File: src/rtl/par_ser_shift_reg_if.sv
// par_ser_shift_reg_if: load handshake, pacing/abort controls and serial pad outputs of the parallel-to-serial transmitter.
interface par_ser_shift_reg_if #(
    parameter int NumBits = 48
);
    logic [NumBits-1:0] dat_par_i;
    logic               load_valid_i;
    logic               load_ready_o;
    logic               shift_out_en_i;
    logic               abort_i;
    logic               dat_ser_o;
    logic               dat_ser_oe_o;
    logic               busy_o;
    logic               done_o;

    modport master (
        output dat_par_i, load_valid_i, shift_out_en_i, abort_i,
        input  load_ready_o, dat_ser_o, dat_ser_oe_o, busy_o, done_o
    );

    modport slave (
        input  dat_par_i, load_valid_i, shift_out_en_i, abort_i,
        output load_ready_o, dat_ser_o, dat_ser_oe_o, busy_o, done_o
    );
endinterface

File: src/rtl/par_ser_shift_reg.sv
// par_ser_shift_reg: MSb-first parallel-to-serial transmitter for SD CMD/DAT lines, paced by a bit-slot strobe.
// Optional PAR_SER_CRC7_EN appends a CRC7 (x^7+x^3+1) after the data bits.
module par_ser_shift_reg #(
    parameter int   NumBits   = 48,
    parameter logic IdleLevel = 1'b1
) (
    input logic                 clk_i,
    input logic                 rst_i,
    par_ser_shift_reg_if.slave  bus
);
    localparam int CW = $clog2(NumBits + 8);
`ifdef PAR_SER_CRC7_EN
    localparam int Slots = NumBits + 7;
`else
    localparam int Slots = NumBits;
`endif
    localparam logic [0:0] IDLE  = 1'b0;
    localparam logic [0:0] SHIFT = 1'b1;

    logic [0:0]         state;
    logic [NumBits-1:0] sr;
    logic [CW-1:0]      cnt;
    logic               done;
    logic               ser_bit;

`ifdef PAR_SER_CRC7_EN
    logic [6:0] crc;
    logic       data_phase;
    // The last 7 slots of a frame carry the CRC instead of shift register data.
    assign data_phase = cnt > CW'(7);
    assign ser_bit    = data_phase ? sr[NumBits-1] : crc[6];

    always_ff @(posedge clk_i or posedge rst_i) begin
        if (rst_i)
            crc <= '0;
        else if (bus.abort_i || (state == IDLE && bus.load_valid_i))
            crc <= '0;
        else if (state == SHIFT && bus.shift_out_en_i)
            crc <= data_phase ? ({crc[5:0], 1'b0} ^ ((sr[NumBits-1] ^ crc[6]) ? 7'h09 : 7'h00))
                              : {crc[5:0], 1'b0};
    end
`else
    assign ser_bit = sr[NumBits-1];
`endif

    always_ff @(posedge clk_i or posedge rst_i) begin
        if (rst_i) begin
            state <= IDLE;
            sr    <= {NumBits{IdleLevel}};
            cnt   <= '0;
            done  <= 1'b0;
        end else begin
            done <= 1'b0;
            if (bus.abort_i) begin
                state <= IDLE;
                sr    <= {NumBits{IdleLevel}};
                cnt   <= '0;
            end else if (state == IDLE) begin
                if (bus.load_valid_i) begin
                    state <= SHIFT;
                    sr    <= bus.dat_par_i;
                    cnt   <= CW'(Slots);
                end
            end else if (bus.shift_out_en_i) begin
                sr  <= {sr[NumBits-2:0], IdleLevel};
                cnt <= cnt - CW'(cnt != '0);
                if (cnt == CW'(1)) begin
                    state <= IDLE;
                    done  <= 1'b1;
                end
            end
        end
    end

    assign bus.load_ready_o = state == IDLE;
    assign bus.busy_o       = state == SHIFT;
    assign bus.dat_ser_oe_o = state == SHIFT;
    assign bus.dat_ser_o    = state == SHIFT ? ser_bit : IdleLevel;
    assign bus.done_o       = done;
endmodule

File: src/flat_wrapper.sv
// flat-port wrapper written by rule: the top's interface ports become plain ports
module par_ser_shift_reg_flat 
#(
    parameter int   NumBits   = 48,
    parameter logic IdleLevel = 1'b1
)
  (clk_i, rst_i, bus_dat_par_i, bus_load_valid_i, bus_shift_out_en_i, bus_abort_i, bus_load_ready_o, bus_dat_ser_o, bus_dat_ser_oe_o, bus_busy_o, bus_done_o);
  par_ser_shift_reg_if #(.NumBits(NumBits)) bus_i ();
  input logic clk_i;
  input logic rst_i;
  input wire logic [$bits(bus_i.dat_par_i)-1:0] bus_dat_par_i;
  input wire logic [$bits(bus_i.load_valid_i)-1:0] bus_load_valid_i;
  input wire logic [$bits(bus_i.shift_out_en_i)-1:0] bus_shift_out_en_i;
  input wire logic [$bits(bus_i.abort_i)-1:0] bus_abort_i;
  output wire logic [$bits(bus_i.load_ready_o)-1:0] bus_load_ready_o;
  output wire logic [$bits(bus_i.dat_ser_o)-1:0] bus_dat_ser_o;
  output wire logic [$bits(bus_i.dat_ser_oe_o)-1:0] bus_dat_ser_oe_o;
  output wire logic [$bits(bus_i.busy_o)-1:0] bus_busy_o;
  output wire logic [$bits(bus_i.done_o)-1:0] bus_done_o;
  assign bus_i.dat_par_i = bus_dat_par_i;
  assign bus_i.load_valid_i = bus_load_valid_i;
  assign bus_i.shift_out_en_i = bus_shift_out_en_i;
  assign bus_i.abort_i = bus_abort_i;
  assign bus_load_ready_o = bus_i.load_ready_o;
  assign bus_dat_ser_o = bus_i.dat_ser_o;
  assign bus_dat_ser_oe_o = bus_i.dat_ser_oe_o;
  assign bus_busy_o = bus_i.busy_o;
  assign bus_done_o = bus_i.done_o;
  par_ser_shift_reg #(.NumBits(NumBits), .IdleLevel(IdleLevel)) u_core (.clk_i(clk_i), .rst_i(rst_i), .bus(bus_i));
endmodule
File: config.mk
export PLATFORM = sky130hd
export DESIGN_NAME = par_ser_shift_reg_flat
export DESIGN_NICKNAME = d
export VERILOG_FILES = /design/src/rtl/par_ser_shift_reg_if.sv /design/src/rtl/par_ser_shift_reg.sv /design/src/flat_wrapper.sv
export SDC_FILE = /design/constraint.sdc
export NUM_CORES = 1
export LEC_CHECK = 0
export ABC_AREA = 0
export CAP_MARGIN = 20
export CORE_AREA = 2 2 116 84
export CTS_BUF_LIST = sky130_fd_sc_hd__clkbuf_4
export CTS_CLUSTER_DIAMETER = 100
export CTS_CLUSTER_SIZE = 20
export DETAILED_ROUTE_END_ITERATION = 16
export DIE_AREA = 0 0 118 86
export SYNTH_ARGS = -nofsm -noshare
export SYNTH_HDL_FRONTEND = slang
export SYNTH_SLANG_ARGS = --single-unit
File: constraint.sdc
create_clock -name clk_i -period 3.5 [get_ports clk_i]
set_input_delay 0.525 -clock clk_i [delete_from_list [all_inputs] [get_ports clk_i]]
set_output_delay 0.525 -clock clk_i [all_outputs]
set_load 0.1 [all_outputs]
==> impl_metrics.tcl <==
set metrics [dict create \
    outcome "complete, no violations" \
    multi_input_area_um2 1490 \
    die_w_um 118 \
    finalSetupTns_ns 0 \
    grt_start_max_net_pins 51 \
    synthesis.area_um2 3120 \
    cts_tree "built" \
    critPathMaxFanout 50 \
    synth_area_leader_cell "dfstp_2" \
    grt-ovfl-total 0 \
    maxCapViolations 0 \
    ir_drop_mv 0.156 \
    ctsResizeCount 0 \
    n_fill_cell 888 \
    period_needed_ns 2.59 \
    synth-seq-cells 56 \
    p_leak_nw 1.46 \
    antenna_found_initial 0 \
    cp-start-kind "flop" \
    finClkSkew_ns 0.0150 \
    clk_pin_slew_ns 0.16 \
    synth.net_count 317 \
    initial_core_util_pct 34.8 \
    r2r_start "u_core.cnt[1]" \
    diodes 0 \
    dpl.hpwl_um 4230 \
    die-area_um2 10100 \
    report.final.setup_viol 0 \
    post-synth-top-area-fraction_pct 40.4 \
    numCtsBuffers 5 \
    yosysSeqAreaShare_pct 46.9 \
    synth_warnings 0 \
    critical_path.endpoint_type "primary output" \
    core_um2 8960 \
    synth_area_leaders "dfstp_2 (40%), mux2_2 (15%), a211o_1 (13%)" \
    slew_headroom_pct 35.9 \
    hold_path.class "flop to flop" \
    wl_per_cell_um 14.7 \
    holdWs_ns 0.476 \
    synth_edf_count 0 \
    grt_pass1_wl_um 10900 \
    tightest_slew_ns 0.959 \
    post-place-cells 425 \
    syn_avg_cell_area_um2 11.9 \
    ioPinCount 58 \
    final_cells 433 \
    cts_sinks 56 \
    gp_congestion 0.760 \
    drcViolationCount 0 \
    synth_cells 262 \
    fin_crit_sh_pct 74.1 \
    via_count 2123 \
    grt.total_usage_pct 13.3 \
    power.density_nw_per_um2 394 \
    drive_gt1_share_pct 35.9 \
    cts_hold_buf 0 \
    first_pass_iters 6 \
    row_count 29 \
    fmax_mhz 386 \
    portBuffers 57 \
    post_cts_buffers 0 \
    async_reset_ff_share_pct 100 \
    hold_viol 0 \
    path_class "flop to primary output" \
    htreeDepth 2 \
    grt_pass1_vias 2205 \
    final_common_cell "clkdlybuf4s50_1" \
    drt-initial-drc-count 91 \
    cts-root-buf "clkbuf_4" \
    clockBufferDepth 2 \
    seq_area_um2 1460 \
    final_antenna_net_count 0 \
    ys.flop_type "dfstp_2" \
    routed_wirelength_um 6350 \
    rsz0062_at_grt "false" \
    clk_latency_ns 0.37 \
    num-nets-final 363 \
    worstPathArrival_ns 2.07 \
    critPathLaunch "u_core.bus.busy_o" \
    final_cell_mix "clkdlybuf4s50_1 (52), dfstp_2 (48), a211o_1 (47), mux2_2 (41), nor2b_1 (27)" \
    hold_start "u_core.sr[0]" \
    slew_violations 0 \
    die_height_um 86 \
    post_drt_via_cell_ratio 4.90 \
    worstPathRequired_ns 2.97 \
    area_growth_pct 21.8 \
    yosysUniqueCellTypes 34 \
]
## synthesized netlist by cell type (6+ instances only)
library cell	count
dfstp_2	48
a211o_1	47
mux2_2	41
nor2b_1	27
and2_1	19
buf_2	8
dfrtp_1	8
clkbuf_1	7
buf_6	6
mux2_1	6
## cell type report
cell class | count | share of cell area, %
Timing Repair Buffer | 62 | 15.6
Clock inverter | 3 | 0.988
Inverter | 5 | 0.494
Sequential cell | 56 | 38.5
Clock buffer | 5 | 0.988
Multi-Input combinational cell | 178 | 39.3
Tap cell | 124 | 4.09
## worst max-delay path, stage by stage (launching register included)
cell and delay [ns]:
dfrtp_2 0.76, buf_4 0.51, buf_4 0.38
## registers in the layout, indices dropped and copies added, names as in the netlist
register / count
u_core.sr: 48
u_core.cnt: 6
u_core.bus.busy_o: 1
u_core.bus.done_o: 1
## metrics by stage
stage | setup slack [ns] | cell area (µm²) | util (%) | total power [W]
2_1_floorplan | 0.803 | 3120 | - | 0.00106
3_3_place_gp | 1.21 | 3720 | 41.5 | 0.00116
3_5_place_dp | 1.19 | 3720 | 41.5 | 0.00117
4_1_cts | 0.857 | 3800 | 42.4 | 0.00152
5_1_grt | 0.742 | 3800 | 42.4 | 0.00159
6_report | 0.907 | 3800 | 42.4 | 0.00150
## metal layers
layer	global-route usage, %	vias to the layer above	wire [µm]
met3	3.46	5	274
met4	3.07	0	42
met5	0	-	0
met1	19.3	1036	3320
li1	-	1039	-
met2	19.7	43	2710
## path summary, 6_finish.rpt
| check | slack (ns) | cells after the start | endpoint |
|---|---|---|---|
| worst min-delay path | 0.48 | 2 | u_core.sr[0] |
| worst min register to register | 0.48 | 2 | u_core.sr[0] |
| min in group asynchronous | 0.56 | 2 | u_core.bus.done_o |
| max in group asynchronous | 2.11 | 3 | u_core.sr[18] |
| worst max-delay path | 0.91 | 2 | bus_busy_o |
| worst max register to register | 1.14 | 7 | u_core.cnt[1] |
## kinds of logic after synthesis
family | count (synthesis) | share of synthesized area [%]
adder cells (fa/ha/maj) | 2 | 0.802
multiplexers | 47 | 17.0
flip-flops | 56 | 46.9
AO/OA/AOI/OAI | 59 | 16.0
buffers and inverters | 28 | 5.26
AND/OR/NAND/NOR | 70 | 14.1
## where the power goes
group | switching (W) | leakage (nW) | internal [W]
sequential | 0.0000442 | 0.612 | 0.000768
clock | 0.000198 | 0.0403 | 0.000146
combinational | 0.000156 | 0.803 | 0.000185
(Power assumes the default switching activity.)
